## src/rtl/axi4_single_master.sv

```systemverilog
// Single-outstanding AXI4 initiator: one valid/ready request becomes one single-beat
// AXI4 read or write, and the outcome comes back as one valid/ready response.
module axi4_single_master #(
    parameter logic [3:0] ID = 4'h1
) (
    input  logic        clk,
    input  logic        reset,
    input  logic        req_valid,
    output logic        req_ready,
    input  logic        req_wen,
    input  logic [31:0] req_addr,
    input  logic [2:0]  req_size,
    input  logic [31:0] req_wdata,
    input  logic [3:0]  req_wstrb,
    output logic        resp_valid,
    input  logic        resp_ready,
    output logic [31:0] resp_rdata,
    output logic        resp_err,
    input  logic        io_master_awready,
    output logic        io_master_awvalid,
    output logic [31:0] io_master_awaddr,
    output logic [3:0]  io_master_awid,
    output logic [7:0]  io_master_awlen,
    output logic [2:0]  io_master_awsize,
    output logic [1:0]  io_master_awburst,
    input  logic        io_master_wready,
    output logic        io_master_wvalid,
    output logic [31:0] io_master_wdata,
    output logic [3:0]  io_master_wstrb,
    output logic        io_master_wlast,
    output logic        io_master_bready,
    input  logic        io_master_bvalid,
    input  logic [1:0]  io_master_bresp,
    input  logic [3:0]  io_master_bid,
    input  logic        io_master_arready,
    output logic        io_master_arvalid,
    output logic [31:0] io_master_araddr,
    output logic [3:0]  io_master_arid,
    output logic [7:0]  io_master_arlen,
    output logic [2:0]  io_master_arsize,
    output logic [1:0]  io_master_arburst,
    output logic        io_master_rready,
    input  logic        io_master_rvalid,
    input  logic [1:0]  io_master_rresp,
    input  logic [31:0] io_master_rdata,
    input  logic        io_master_rlast,
    input  logic [3:0]  io_master_rid
);
    typedef enum logic [2:0] {IDLE, RADDR, RDATA, WREQ, WRESP, RESP} state_t;

    state_t      state;
    logic [31:0] addr_q, wdata_q;
    logic [2:0]  size_q;
    logic [3:0]  wstrb_q;
    logic        aw_done, w_done;
    logic        aw_hs, w_hs;

    assign aw_hs = io_master_awvalid & io_master_awready;
    assign w_hs  = io_master_wvalid & io_master_wready;

    // Fixed fields; burst reads as INCR only while its channel is valid so reset leaves it 0.
    assign io_master_awid    = ID;
    assign io_master_arid    = ID;
    assign io_master_awlen   = 8'd0;
    assign io_master_arlen   = 8'd0;
    assign io_master_awburst = {1'b0, io_master_awvalid};
    assign io_master_arburst = {1'b0, io_master_arvalid};
    assign io_master_awaddr  = addr_q;
    assign io_master_araddr  = addr_q;
    assign io_master_awsize  = size_q;
    assign io_master_arsize  = size_q;
    assign io_master_wdata   = wdata_q;
    assign io_master_wstrb   = wstrb_q;
    assign io_master_wlast   = io_master_wvalid;

    always_ff @(posedge clk or negedge reset) begin
        if (!reset) begin
            state             <= IDLE;
            addr_q            <= '0;
            wdata_q           <= '0;
            size_q            <= '0;
            wstrb_q           <= '0;
            aw_done           <= 1'b0;
            w_done            <= 1'b0;
            req_ready         <= 1'b0;
            resp_valid        <= 1'b0;
            resp_rdata        <= '0;
            resp_err          <= 1'b0;
            io_master_awvalid <= 1'b0;
            io_master_wvalid  <= 1'b0;
            io_master_bready  <= 1'b0;
            io_master_arvalid <= 1'b0;
            io_master_rready  <= 1'b0;
        end else begin
            case (state)
                IDLE: begin
                    req_ready <= 1'b1;
                    if (req_valid && req_ready) begin
                        req_ready <= 1'b0;
                        addr_q    <= req_addr;
                        size_q    <= (req_size > 3'd2) ? 3'd2 : req_size;
                        wdata_q   <= req_wdata;
                        wstrb_q   <= req_wstrb;
                        if (req_wen) begin
                            io_master_awvalid <= 1'b1;
                            io_master_wvalid  <= 1'b1;
                            state             <= WREQ;
                        end else begin
                            io_master_arvalid <= 1'b1;
                            state             <= RADDR;
                        end
                    end
                end
                RADDR: if (io_master_arready) begin
                    io_master_arvalid <= 1'b0;
                    io_master_rready  <= 1'b1;
                    state             <= RDATA;
                end
                RDATA: if (io_master_rvalid) begin
                    io_master_rready <= 1'b0;
                    resp_rdata       <= io_master_rdata;
                    resp_err         <= (io_master_rresp != 2'b00) | !io_master_rlast
                                        | (io_master_rid != ID);
                    resp_valid       <= 1'b1;
                    state            <= RESP;
                end
                WREQ: begin
                    if (aw_hs) begin
                        io_master_awvalid <= 1'b0;
                        aw_done           <= 1'b1;
                    end
                    if (w_hs) begin
                        io_master_wvalid <= 1'b0;
                        w_done           <= 1'b1;
                    end
                    // AW and W may finish in either order or together.
                    if ((aw_done || aw_hs) && (w_done || w_hs)) begin
                        aw_done          <= 1'b0;
                        w_done           <= 1'b0;
                        io_master_bready <= 1'b1;
                        state            <= WRESP;
                    end
                end
                WRESP: if (io_master_bvalid) begin
                    io_master_bready <= 1'b0;
                    resp_rdata       <= '0;
                    resp_err         <= (io_master_bresp != 2'b00) | (io_master_bid != ID);
                    resp_valid       <= 1'b1;
                    state            <= RESP;
                end
                RESP: if (resp_ready) begin
                    resp_valid <= 1'b0;
                    req_ready  <= 1'b1;
                    state      <= IDLE;
                end
                default: state <= IDLE;
            endcase
        end
    end
endmodule

```

## config.mk

```make
export PLATFORM = sky130hd
export DESIGN_NAME = axi4_single_master
export DESIGN_NICKNAME = d
export VERILOG_FILES = /design/src/rtl/axi4_single_master.sv
export SDC_FILE = /design/constraint.sdc
export NUM_CORES = 1
export LEC_CHECK = 0
export BUFFER_PORTS_ARGS = -buffer_cell sky130_fd_sc_hd__buf_2
export CORE_AREA = 2 2 117 119
export CTS_CLUSTER_SIZE = 28
export DETAILED_ROUTE_END_ITERATION = 8
export DIE_AREA = 0 0 119 121
export PLACE_DENSITY = 0.74
export SYNTH_ARGS = -nofsm -noshare
export SYNTH_HDL_FRONTEND = slang
export SYNTH_SLANG_ARGS = --single-unit
```

## constraint.sdc

```tcl
create_clock -name clk -period 2.5 [get_ports clk]
set_input_delay 0.375 -clock clk [delete_from_list [all_inputs] [get_ports clk]]
set_output_delay 0.375 -clock clk [all_outputs]
set_load 0.01 [all_outputs]
```

======== After elaboration in Yosys (flattened, before gate mapping) ========
Cells that the tools add are included.
word-level totals
  register bits after elaboration ......... 116
  bits of input ports ..................... 126
  logic and storage cells ................. 110
operators by class
  order comparisons ....................... 1
  equality and inequality tests ........... 17
  multiplexer cells ....................... 42
  bitwise logic cells ..................... 5
  reduce and logical (&&, ||, !) cells .... 29
operator list
  cell                  count
  $mux W32              2
  $pmux W32 S2          1
  $mux W1               22
  $mux W3               7
  $ne A2 B2 Y1 const B  10
  $reduce_bool A2 Y1    10
  $pmux W3 S6           1
  $reduce_and A4 Y1     4
  $pmux W1 S2           7
  $reduce_and A3 Y1     3
  $ne A4 B1 Y1 const B  2
  $reduce_and A2 Y1     4
  $eq A3 B2 Y1 const B  2
  $eq A3 B3 Y1 const B  2
  $reduce_and A6 Y1     1
  $eq A3 B1 Y1 const B  1
  $gt A3 B2 Y1 const B  1
  $logic_not A3 Y1      1
  $or A1 B1 Y1          3
  $pmux W1 S3           1
  $reduce_bool A3 Y1    1
  $and A1 B1 Y1         2
  $logic_and A1 B1 Y1   2
  $logic_or A1 B1 Y1    2
  2 further kinds       2

======== Logic depth before layout (Yosys ltp) ========
  depth in word-level cells ............... 5
  depth in mapped cells ................... 6
  mapped depth without buffers ............ 4

======== Worst setup path after synthesis ========
No wires, ideal clock.
  path type ............................... register -> register
  from .................................... reg state[2]
  to ...................................... reg addr_q[0], in the netlist io_master_araddr[0]
  setup time .............................. 0.117 ns
  arrival time ............................ 1.387 ns
  required time ........................... 2.383 ns
  slack ................................... 0.996 ns
  stages on the path, launching flop included .. 7
  period minus slack after synthesis ...... 1.504 ns
  path through ............................ dfrtp_1 buf_6 or4_4 buf_6 buf_6 nand2_1 nand2_1
on the way
  word-level cells in the longest chain between the ends .. 2
ends and longest elaborated chain
  what                         line  RTL
  start, declared              51    state_t state;
  start signal, assigned       78    state <= IDLE;
  start signal, assigned       107   state <= WREQ;
  start signal, assigned       110   state <= RADDR;
  $logic_not A3 Y1             95    case (state)
  $reduce_and A2 Y1 (no line)  --
  end signal, assigned         100   addr_q <= req_addr;
  end, declared                52    logic [31:0] addr_q, wdata_q;
Every way passes these cells.
A chain may end at the register's enable or synchronous reset.

======== Worst setup path after layout ========
  from .................................... reg state[0]
  to ...................................... reg size_q[2], in the netlist io_master_arsize[2]
on the way
  word-level cells in the longest chain between the ends .. 2
ends and longest elaborated chain
  what                         line  RTL
  $logic_not A3 Y1             95
  $reduce_and A2 Y1 (no line)  --
  end signal, assigned         101   size_q <= (req_size > 3'd2) ? 3'd2 : req_size;
  end, declared                53    logic [2:0] size_q;
Every way passes these cells.

==> impl_metrics.json <==
{
  "status": "complete, no violations",
  "fmax_ghz": 0.544,
  "synth-seq-area-share": 0.576,
  "synth_edf_count": 0,
  "routed_wl_mm": 12.4,
  "p_leak_nw": 3.92,
  "place_ws_ns": 0.673,
  "drv_slew": 0,
  "drive_gt1_frac": 0.413,
  "clkSinkCount": 116,
  "cts_root_buf": "clkbuf_16",
  "synth_xor_area_frac": 0,
  "fp-row-count": 42,
  "clock_skew_ns": 0.00548,
  "synthCells": 520,
  "ioPinCount": 301,
  "synth_warnings": 0,
  "grt.total_usage": 0.176,
  "synth_most_common_cell": "nand2_1",
  "cts.clk_slew.worst_paths_ns": 0.06,
  "yosys.area_share.simple": 0.197,
  "synthMuxAreaShare": 0,
  "layout_min_cycle_time_ns": 1.84,
  "core_sq_um": 13100,
  "seq_area_sq_um": 2900,
  "drc": 0,
  "area_delta_synth_final_pct": 33.9,
  "netlist.area_leader.share": 0.576,
  "fin_nets": 881,
  "antenna_found_initial": 2,
  "nFillCells": 1215,
  "cap_violations": 0,
  "multiInputGateArea_sq_um": 1570,
  "power_density_nw_per_um2": 1320,
  "finalWeightedCongestion": 0.776,
  "grt_pass1_wl_mm": 19.8,
  "overflow": 0,
  "first_pass_iters": 4,
  "initial_core_util": 0.385,
  "crit_type": "reg -> reg",
  "clock_latency_ns": 0.40,
  "grt_setup_unrepaired": "no",
  "worst_slew_pin_slew_ns": 0.755,
  "grt_max_degree": 75,
  "synth_ff_type": "dfrtp_1",
  "slew_headroom": 0.497,
  "cts_tree": "done",
  "grt_pass1_vias": 4033,
  "crit_required_ns": 2.79,
  "routedWlPerCell_um": 13.1,
  "cts_buffers": 17,
  "p_total_mw": 8.93,
  "synth_area_leaders": "dfrtp_1, nand2_1, buf_4, a22o_1, buf_6",
  "yosys_register_bits": 116,
  "start_kind": "flop",
  "finalHoldViolations": 0,
  "die_height_um": 121,
  "htree_num_levels": 4,
  "synth_top_family_by_area": "simple AND/OR/NAND/NOR gates",
  "num_vias": 4207,
  "netlist_area_sq_um": 5040,
  "setup_viol": 0,
  "setup_slack_ns": 0.661,
  "dieArea_sq_um": 14400,
  "r2r_slack_ns": 0.66,
  "via_per_inst": 4.46,
  "yosys.area_share.adder": 0,
  "synthDistinctLibCells": 31,
  "hp-class": "in -> reg",
  "setup_tns_ns": 0,
  "finalCritPeriodShare": 0.735,
  "drt_iter0_drc": 173,
  "synthArstFlopShare": 1.00,
  "cts_resized": 0,
  "hpwl_mm": 9.05,
  "cp_max_fo": 74,
  "clockBufferDepth": 2,
  "ys_top_cells_by_count": "nand2_1, dfrtp_1, buf_4",
  "crit_path_end_kind": "flop",
  "yosysTopAreaCell": "dfrtp_1",
  "ir_drop_mv": 0.499,
  "die_w_um": 119,
  "io_buffer_count": 274,
  "avgSynthCellArea_sq_um": 9.69,
  "synth_compound_area_frac": 0.0936,
  "ant_nets": 0,
  "arrival_ns": 2.12
}
==> state kept, by name, summed over array words and instances, names as in the netlist, 3 cells and up <==
signal            count
io_master_wdata      32
io_master_wstrb       4
io_master_araddr     32
io_master_arsize      3
state                 3
resp_rdata           32
==> power by group <==
group          internal, mW  total (mW)  switching [mW]
Sequential             2.72        3.24           0.519
Clock                  1.51        2.36           0.842
Combinational          1.40        3.34            1.93
Total                  5.63        8.93            3.30
==> metal layers <==
metal / global-route usage / part of all wire
met1: 0.210 / 0.41
met2: 0.303 / 0.52
met3: 0.0409 / 0.057
met4: 0.0774 / 0.020
met5: 0 / 0
==> cell families after synthesis <==
| kind of cell | Yosys count |
|---|---|
| and+or+nand+nor | 244 |
| buffers and inverters | 94 |
| AOI/OAI and AO/OA | 64 |
| DFF | 116 |
| other | 2 |
==> through the flow <==
stage / hold WS (ns) / area [sq um] / instances / utilization
finish: 0.159 / 6740 / 944 / 0.515
global route: 0.146 / 6740 / 944 / 0.515
CTS: 0.140 / 6740 / 943 / 0.515
detailed placement: 0.342 / 6150 / 911 / 0.470
global placement: 0.341 / 6150 / 911 / 0.470
floorplan: 0.0794 / 5130 / 544 / -
==> cell usage in the layout, fill, tap and decap left out, types with 6 or more instances in the layout <==
cell type,netlist,layout
a21oi_1,6,6
a22o_1,32,32
buf_2,8,273
buf_4,64,8
clkbuf_16,0,17
conb_1,2,26
dfrtp_1,116,116
nand2_1,222,222
nor2_1,8,8
o21ai_0,13,13
==> path summary, 6_finish.rpt <==
kind                                                start                                to  cells after the start
min reg2reg                io_master_wdata[9]$_DFFE_PN0P_    io_master_wdata[9]$_DFFE_PN0P_                      2
min                                           req_addr[2]   io_master_araddr[2]$_DFFE_PN0P_                      3
min in group asynchronous                           reset                w_done$_DFFE_PN0P_                      2
max in group asynchronous                           reset  io_master_araddr[14]$_DFFE_PN0P_                      3
max                                  state[0]$_DFFE_PN0P_   io_master_arsize[2]$_DFFE_PN0P_                      2
max reg2reg                          state[0]$_DFFE_PN0P_   io_master_arsize[2]$_DFFE_PN0P_                      2
==> area by class of cell <==
| class | count | share of cell area |
|---|---|---|
| multi-input cells | 334 | 0.232 |
| flip-flops and latches | 116 | 0.430 |
| clock buffers | 19 | 0.0672 |
| clock inverters | 12 | 0.0193 |
| diodes | 1 | 0.000371 |
| inverters | 3 | 0.00167 |
| repair buffers | 283 | 0.216 |
| well taps | 176 | 0.0327 |
==> worst max-delay path, cell delays in order, from the launching register on <==
cell	delay, ns
dfrtp_1	0.52
or4_4	0.86
and2_1	0.30
==> timing repair <==
item                                   in CTS  in global routing
setup buffers                               0                  0
hold buffers                                1                  0
endpoints found under the hold margin      30                  0
Power figures use the tool's default switching activity.
